<file path="src/rtl/waveform_shaper.sv">
// Streaming waveform converter: re-shapes each frame of samples into sine, triangle,
// square or FM, with frame-aligned mode switching and a registered valid/ready output.
module waveform_shaper #(
    parameter int DATA_W      = 8,
    parameter int FRAME_LEN   = 256,
    parameter int FM_MAX_STEP = 20,
    parameter int FM_MIN_STEP = 1
) (
    input  logic              clk,
    input  logic              rst_n,
    input  logic [3:0]        sw,
    input  logic              restart,
    input  logic              s_valid,
    output logic              s_ready,
    input  logic [DATA_W-1:0] s_data,
    output logic              m_valid,
    input  logic              m_ready,
    output logic [DATA_W-1:0] m_data,
    output logic              m_last
);

    localparam int IDX_W = $clog2(FRAME_LEN);
    localparam int POS_W = $clog2(FM_MAX_STEP + 1);

    localparam logic [3:0] MODE_SINE = 4'b0001;
    localparam logic [3:0] MODE_TRI  = 4'b0010;
    localparam logic [3:0] MODE_SQR  = 4'b0100;
    localparam logic [3:0] MODE_FM   = 4'b1000;

    logic [IDX_W-1:0]  idx;
    logic [3:0]        mode_q;
    logic [3:0]        mode_eff;
    logic [POS_W-1:0]  pos;
    logic [POS_W-1:0]  pos_eff;
    logic [POS_W-1:0]  pos_next;
    logic              fm_bit;
    logic              fm_bit_eff;
    logic              fm_bit_next;
    logic              accept;
    logic              frame_start;
    logic [IDX_W-1:0]  tri_raw;
    logic [DATA_W-1:0] tri_val;
    logic [DATA_W-1:0] result;
    logic [31:0]       fm_prod;
    logic [31:0]       fm_step;

    assign frame_start = (idx == '0);
    assign s_ready     = !restart && (!m_valid || m_ready);
    assign accept      = s_valid && s_ready;

    // Frame start uses the live switch and a fresh FM phase; mid-frame uses latched state.
    assign mode_eff   = frame_start ? sw : mode_q;
    assign pos_eff    = frame_start ? '0 : pos;
    assign fm_bit_eff = frame_start ? 1'b0 : fm_bit;

    // Falling half: 2*(FRAME_LEN-1-idx) equals the low bits of ~idx shifted left.
    assign tri_raw = idx[IDX_W-1] ? {~idx[IDX_W-2:0], 1'b0} : {idx[IDX_W-2:0], 1'b0};

    generate
        if (DATA_W > IDX_W) begin : g_tri_wide
            assign tri_val = {tri_raw, {(DATA_W-IDX_W){1'b0}}};
        end else begin : g_tri_narrow
            assign tri_val = tri_raw[IDX_W-1 -: DATA_W];
        end
    endgenerate

    assign fm_prod = 32'(s_data) * 32'(FM_MAX_STEP - FM_MIN_STEP);
    assign fm_step = 32'(FM_MAX_STEP) - fm_prod / 32'((2 ** DATA_W) - 1);

    always_comb begin
        pos_next    = pos_eff + POS_W'(1);
        fm_bit_next = fm_bit_eff;
        if (32'(pos_eff) + 32'd1 >= fm_step) begin
            pos_next    = '0;
            fm_bit_next = !fm_bit_eff;
        end
    end

    always_comb begin
        result = '0;
        case (mode_eff)
            MODE_SINE: result = s_data;
            MODE_TRI:  result = tri_val;
            MODE_SQR:  result = s_data[DATA_W-1] ? '1 : '0;
            MODE_FM:   result = fm_bit_next ? '1 : '0;
            default:   result = '0;
        endcase
    end

    always_ff @(posedge clk or negedge rst_n) begin
        if (!rst_n) begin
            idx     <= '0;
            mode_q  <= '0;
            pos     <= '0;
            fm_bit  <= 1'b0;
            m_valid <= 1'b0;
            m_data  <= '0;
            m_last  <= 1'b0;
        end else begin
            if (restart) begin
                idx    <= '0;
                pos    <= '0;
                fm_bit <= 1'b0;
            end else if (accept) begin
                idx    <= idx + IDX_W'(1);
                pos    <= pos_next;
                fm_bit <= fm_bit_next;
                if (frame_start) begin
                    mode_q <= sw;
                end
            end

            // Restart leaves a pending output beat untouched.
            if (accept) begin
                m_valid <= 1'b1;
                m_data  <= result;
                m_last  <= &idx;
            end else if (m_ready) begin
                m_valid <= 1'b0;
            end
        end
    end

endmodule

</file>
<file path="config.mk">
export PLATFORM = sky130hd
export DESIGN_NAME = waveform_shaper
export DESIGN_NICKNAME = d
export VERILOG_FILES = /design/src/rtl/waveform_shaper.sv
export SDC_FILE = /design/constraint.sdc
export NUM_CORES = 1
export LEC_CHECK = 0
export CAP_MARGIN = 20
export CORE_MARGIN = 1
export CORE_UTILIZATION = 30
export DETAILED_ROUTE_END_ITERATION = 8
export HOLD_SLACK_MARGIN = 0.05
export PLACE_DENSITY = 0.56
export SETUP_SLACK_MARGIN = 0.05
export SYNTH_ARGS = -nofsm -noshare
export SYNTH_HDL_FRONTEND = slang
export SYNTH_SLANG_ARGS = --single-unit
</file>
<file path="constraint.sdc">
create_clock -name clk -period 3.8 [get_ports clk]
set_input_delay 0.76 -clock clk [delete_from_list [all_inputs] [get_ports clk]]
set_output_delay 0.76 -clock clk [all_outputs]
set_load 0.005 [all_outputs]
</file>
==> results of run 1 <==
[per-stage QoR]
step                      hold WS, ns  TNS, ns    util  std cells  area, µm²
after global placement         0.4668   -56.83  0.4259        747       5159
after floorplan                0.4496   -45.36       -        445       3829
after global routing           0.5078   -51.37  0.5079        791       6151
after detailed placement       0.4762   -57.65  0.4259        747       5159
final                          0.4864   -47.08  0.5079        791       6151
after CTS                      0.4921   -46.69  0.4850        786       5874
[area by class of cell]
class,count,area (µm²),area share
multi-input combinational,383,3481,0.5659
timing repair buffer,189,1583,0.2573
sequential,28,700.7,0.1139
tap,168,210.2,0.03417
clock buffer,3,75.07,0.01221
inverter,19,71.32,0.01159
clock inverter,1,30.03,0.004882
[cells in the final DEF (no fill, tap or decap), types with 5 or more instances in the layout]
cell / n
nand3b_1: 5
o21ai_0: 18
nor2_1: 34
a21oi_1: 14
a21o_1: 7
a211oi_4: 5
xnor2_2: 6
buf_4: 140
nand4_1: 8
xor2_1: 8
buf_6: 24
nand2_1: 40
xnor2_1: 18
o21a_1: 5
o21ai_1: 7
o211ai_1: 5
a221o_1: 8
nand3_1: 12
and2_1: 11
clkdlybuf4s50_1: 19
nand3_2: 6
dfrtp_1: 28
ha_4: 10
inv_1: 15
ha_1: 24
[final timing paths]
path                            startpoint        end  cells after the start
min in group asynchronous            rst_n     pos[3]                      2
worst min-delay path             mode_q[3]  mode_q[3]                      2
worst min register to register   mode_q[3]  mode_q[3]                      2
worst max-delay path             s_data[0]  m_data[4]                     36
max in group asynchronous            rst_n  m_data[6]                      2
worst max register to register      idx[0]  m_data[4]                     17
[registers in the layout, indices dropped and copies added (netlist names)]
| register | flops |
|---|---|
| idx | 8 |
| m_data | 8 |
| pos | 5 |
| mode_q | 4 |
| fm_bit | 1 |
| m_last | 1 |
| m_valid | 1 |
[worst max-delay path, delay by kind of cell]
| family | cells | cell delay (ns) |
|---|---|---|
| AOI/OAI and AO/OA | 13 | 2.55 |
| adders and majority gates | 5 | 1.35 |
| and+or+nand+nor | 9 | 1.17 |
| buffers and inverters | 7 | 1.02 |
| xor gates and xnor gates | 2 | 0.54 |
[logic make-up (layout without fill, tap and decap cells)]
logic type               count (synthesis)  in the layout  share of synthesized area
multiplexers                             7              7                    0.02034
flip-flops                              28             28                     0.1867
AO/OA/AOI/OAI                          133            133                     0.2931
other                                    1              1                  0.0009994
buffers and inverters                   34            212                    0.03501
adder cells (fa/ha/maj)                 40             40                     0.1414
XOR/XNOR                                33             33                    0.08103
AND/OR/NAND/NOR                        169            169                     0.2414
[per-layer routing]
layer / track usage / routed length (µm) / vias up
met3: 0.01860 / 413 / 32
met4: 0.05022 / 368 / 0
met2: 0.3443 / 6261 / 93
met5: 0 / 0 / -
met1: 0.2420 / 5561 / 2010
li1: - / - / 2020
[what timing repair did]
action / in CTS / in global routing
gates resized for setup: 107 / 46
pin swaps: 61 / 58
setup buffers: 35 / 8
cloned: 0 / 0
endpoints found under the setup margin: 14 / 14
[cell usage after synthesis (5+ instances only)]
master and n:
a211oi_1 6, a21o_1 7, a21oi_1 20, a221o_1 8, and2_1 12, and3_1 6, clkbuf_1 12, dfrtp_1 28
ha_1 36, inv_1 18, nand2_1 42, nand2b_1 5, nand3_1 18, nand3b_1 5, nand4_1 8, nor2_1 37
nor3_1 6, o211ai_1 5, o211ai_2 5, o21a_1 6, o21ai_0 25, xnor2_1 23, xor2_1 8
[where the power goes]
part / total (mW) / leakage [nW] / switching, mW / internal, mW
Sequential: 0.349 / 0.379 / 0.0221 / 0.327
Clock: 0.315 / 0.0511 / 0.105 / 0.210
Combinational: 2.57 / 2.21 / 1.25 / 1.32
Total: 3.24 / 2.64 / 1.38 / 1.86
==> flow_metrics.py, run 1 <==
metrics = {
    "setup_path": {
        "crit_required_ns": 3.95,
        "crit_arrival_ns": 7.39,
        "r2r_setup_slack_ns": 0.33,
        "cpMaxStageDelayCell": "fa_2",
        "path_max_fanout": 8,
        "crit_path_frequent_cell": "buf_4",
        "end_kind": "flip-flop",
        "critPathMaxStageDelay_ns": 0.42,
        "worstSetupPathType": "primary input to flip-flop",
        "crit_path_start_kind": "primary input",
    },
    "route": {
        "wl_per_cell_um": 15.93,
        "viasPerCell": 5.253,
        "firstDrtPassIters": 4,
        "drtIter0Drc": 259,
        "ant_nets": 0,
        "wl_mm": 12.60,
        "vias": 4155,
        "drc": 0,
    },
    "yosys": {
        "synth_edf_count": 0,
        "synthArstFlopShare": 1.000,
        "ys_ff_latch": 28,
        "synth_area_um2": 3752,
        "syn_avg_cell_area_um2": 8.432,
        "yosysTopAreaCell": "dfrtp_1",
        "synthFlopType": "dfrtp_1",
        "synth_fp_nets": 502,
        "yosysTopAreaCellShare": 0.1867,
        "synth_cells": 445,
        "yosysSeqAreaShare": 0.1867,
        "synth_cell_types": 85,
        "yosysWarningCount": 0,
        "synth_top_cells_by_area": "dfrtp_1, ha_1, xnor2_1",
    },
    "placement": {
        "place_ws_ns": -4.223,
        "finalWeightedCongestion": 0.9190,
        "io_buffers": 27,
        "hpwl_mm": 8.855,
    },
    "clocking": {
        "clk_pin_slew_worst_paths_ns": 0.07,
        "cts.sinks": 28,
        "cts_buffers": 3,
        "worst_skew_pair.late_latency_ns": 0.26,
        "cts.path.max_buffers": 2,
        "postCtsHoldBufs": 0,
        "cts_tree": "done",
        "h-tree-depth": 1,
        "cts_root_buffer": "clkbuf_16",
    },
    "hold_path": {
        "hold_path_class": "flip-flop to flip-flop",
    },
    "run": {
        "maxCapViolCount": 0,
    },
    "global_routing": {
        "grt_max_degree": 29,
        "grt_pass1_wl_mm": 20.18,
        "grt_overflow": 0,
        "grt_pass1_vias": 4156,
        "antenna_found_initial": 0,
        "grt_usage": 0.1906,
    },
    "power": {
        "p_leak_nw": 2.639,
        "ir_drop_mv": 0.1885,
        "fin_total_pwr_mw": 3.235,
        "power.density_nw_per_um2": 526.0,
    },
    "sta": {
        "fmax_mhz": 138.0,
        "rsz0062_at_grt": "true",
        "maxSlewViolCount": 0,
        "slew_headroom": 0.6203,
        "post-route-min-period_ns": 7.244,
        "fin_ws_ns": -3.444,
        "fin_skew_ns": 0.003063,
        "setup_violations": 14,
        "final_hold_viol_count": 0,
        "fin_crit_sh": 1.906,
        "tightest_slew_ns": 0.5636,
    },
    "final_layout": {
        "fillers": 1137,
        "nets": 681,
        "area_growth_pct": 63.92,
        "drive_gt1_frac": 0.4446,
        "diodes": 0,
    },
    "status": {
        "violations": "negative setup slack",
        "status": "finished with violations",
    },
    "die": {
        "die_w_um": 113.8,
        "fp.dieArea_um2": 12960,
        "initial_core_util": 0.3098,
        "core-area_um2": 12110,
        "io_pins": 28,
        "rows": 40,
        "die_h_um": 113.8,
    },
}
Power figures use the tool's default switching activity.
==> run 2, diff against run 1 <==
--- a/constraint.sdc
+++ b/constraint.sdc
@@ -3,2 +3,2 @@
 set_output_delay 0.76 -clock clk [all_outputs]
-set_load 0.005 [all_outputs]
+set_load 0.05 [all_outputs]
==> results of run 2 <==
Same layout as run 1 (identical final DEF). Status: finished with violations: negative setup slack.
Among the figures that moved: total power 3.235 mW -> 3.285 mW
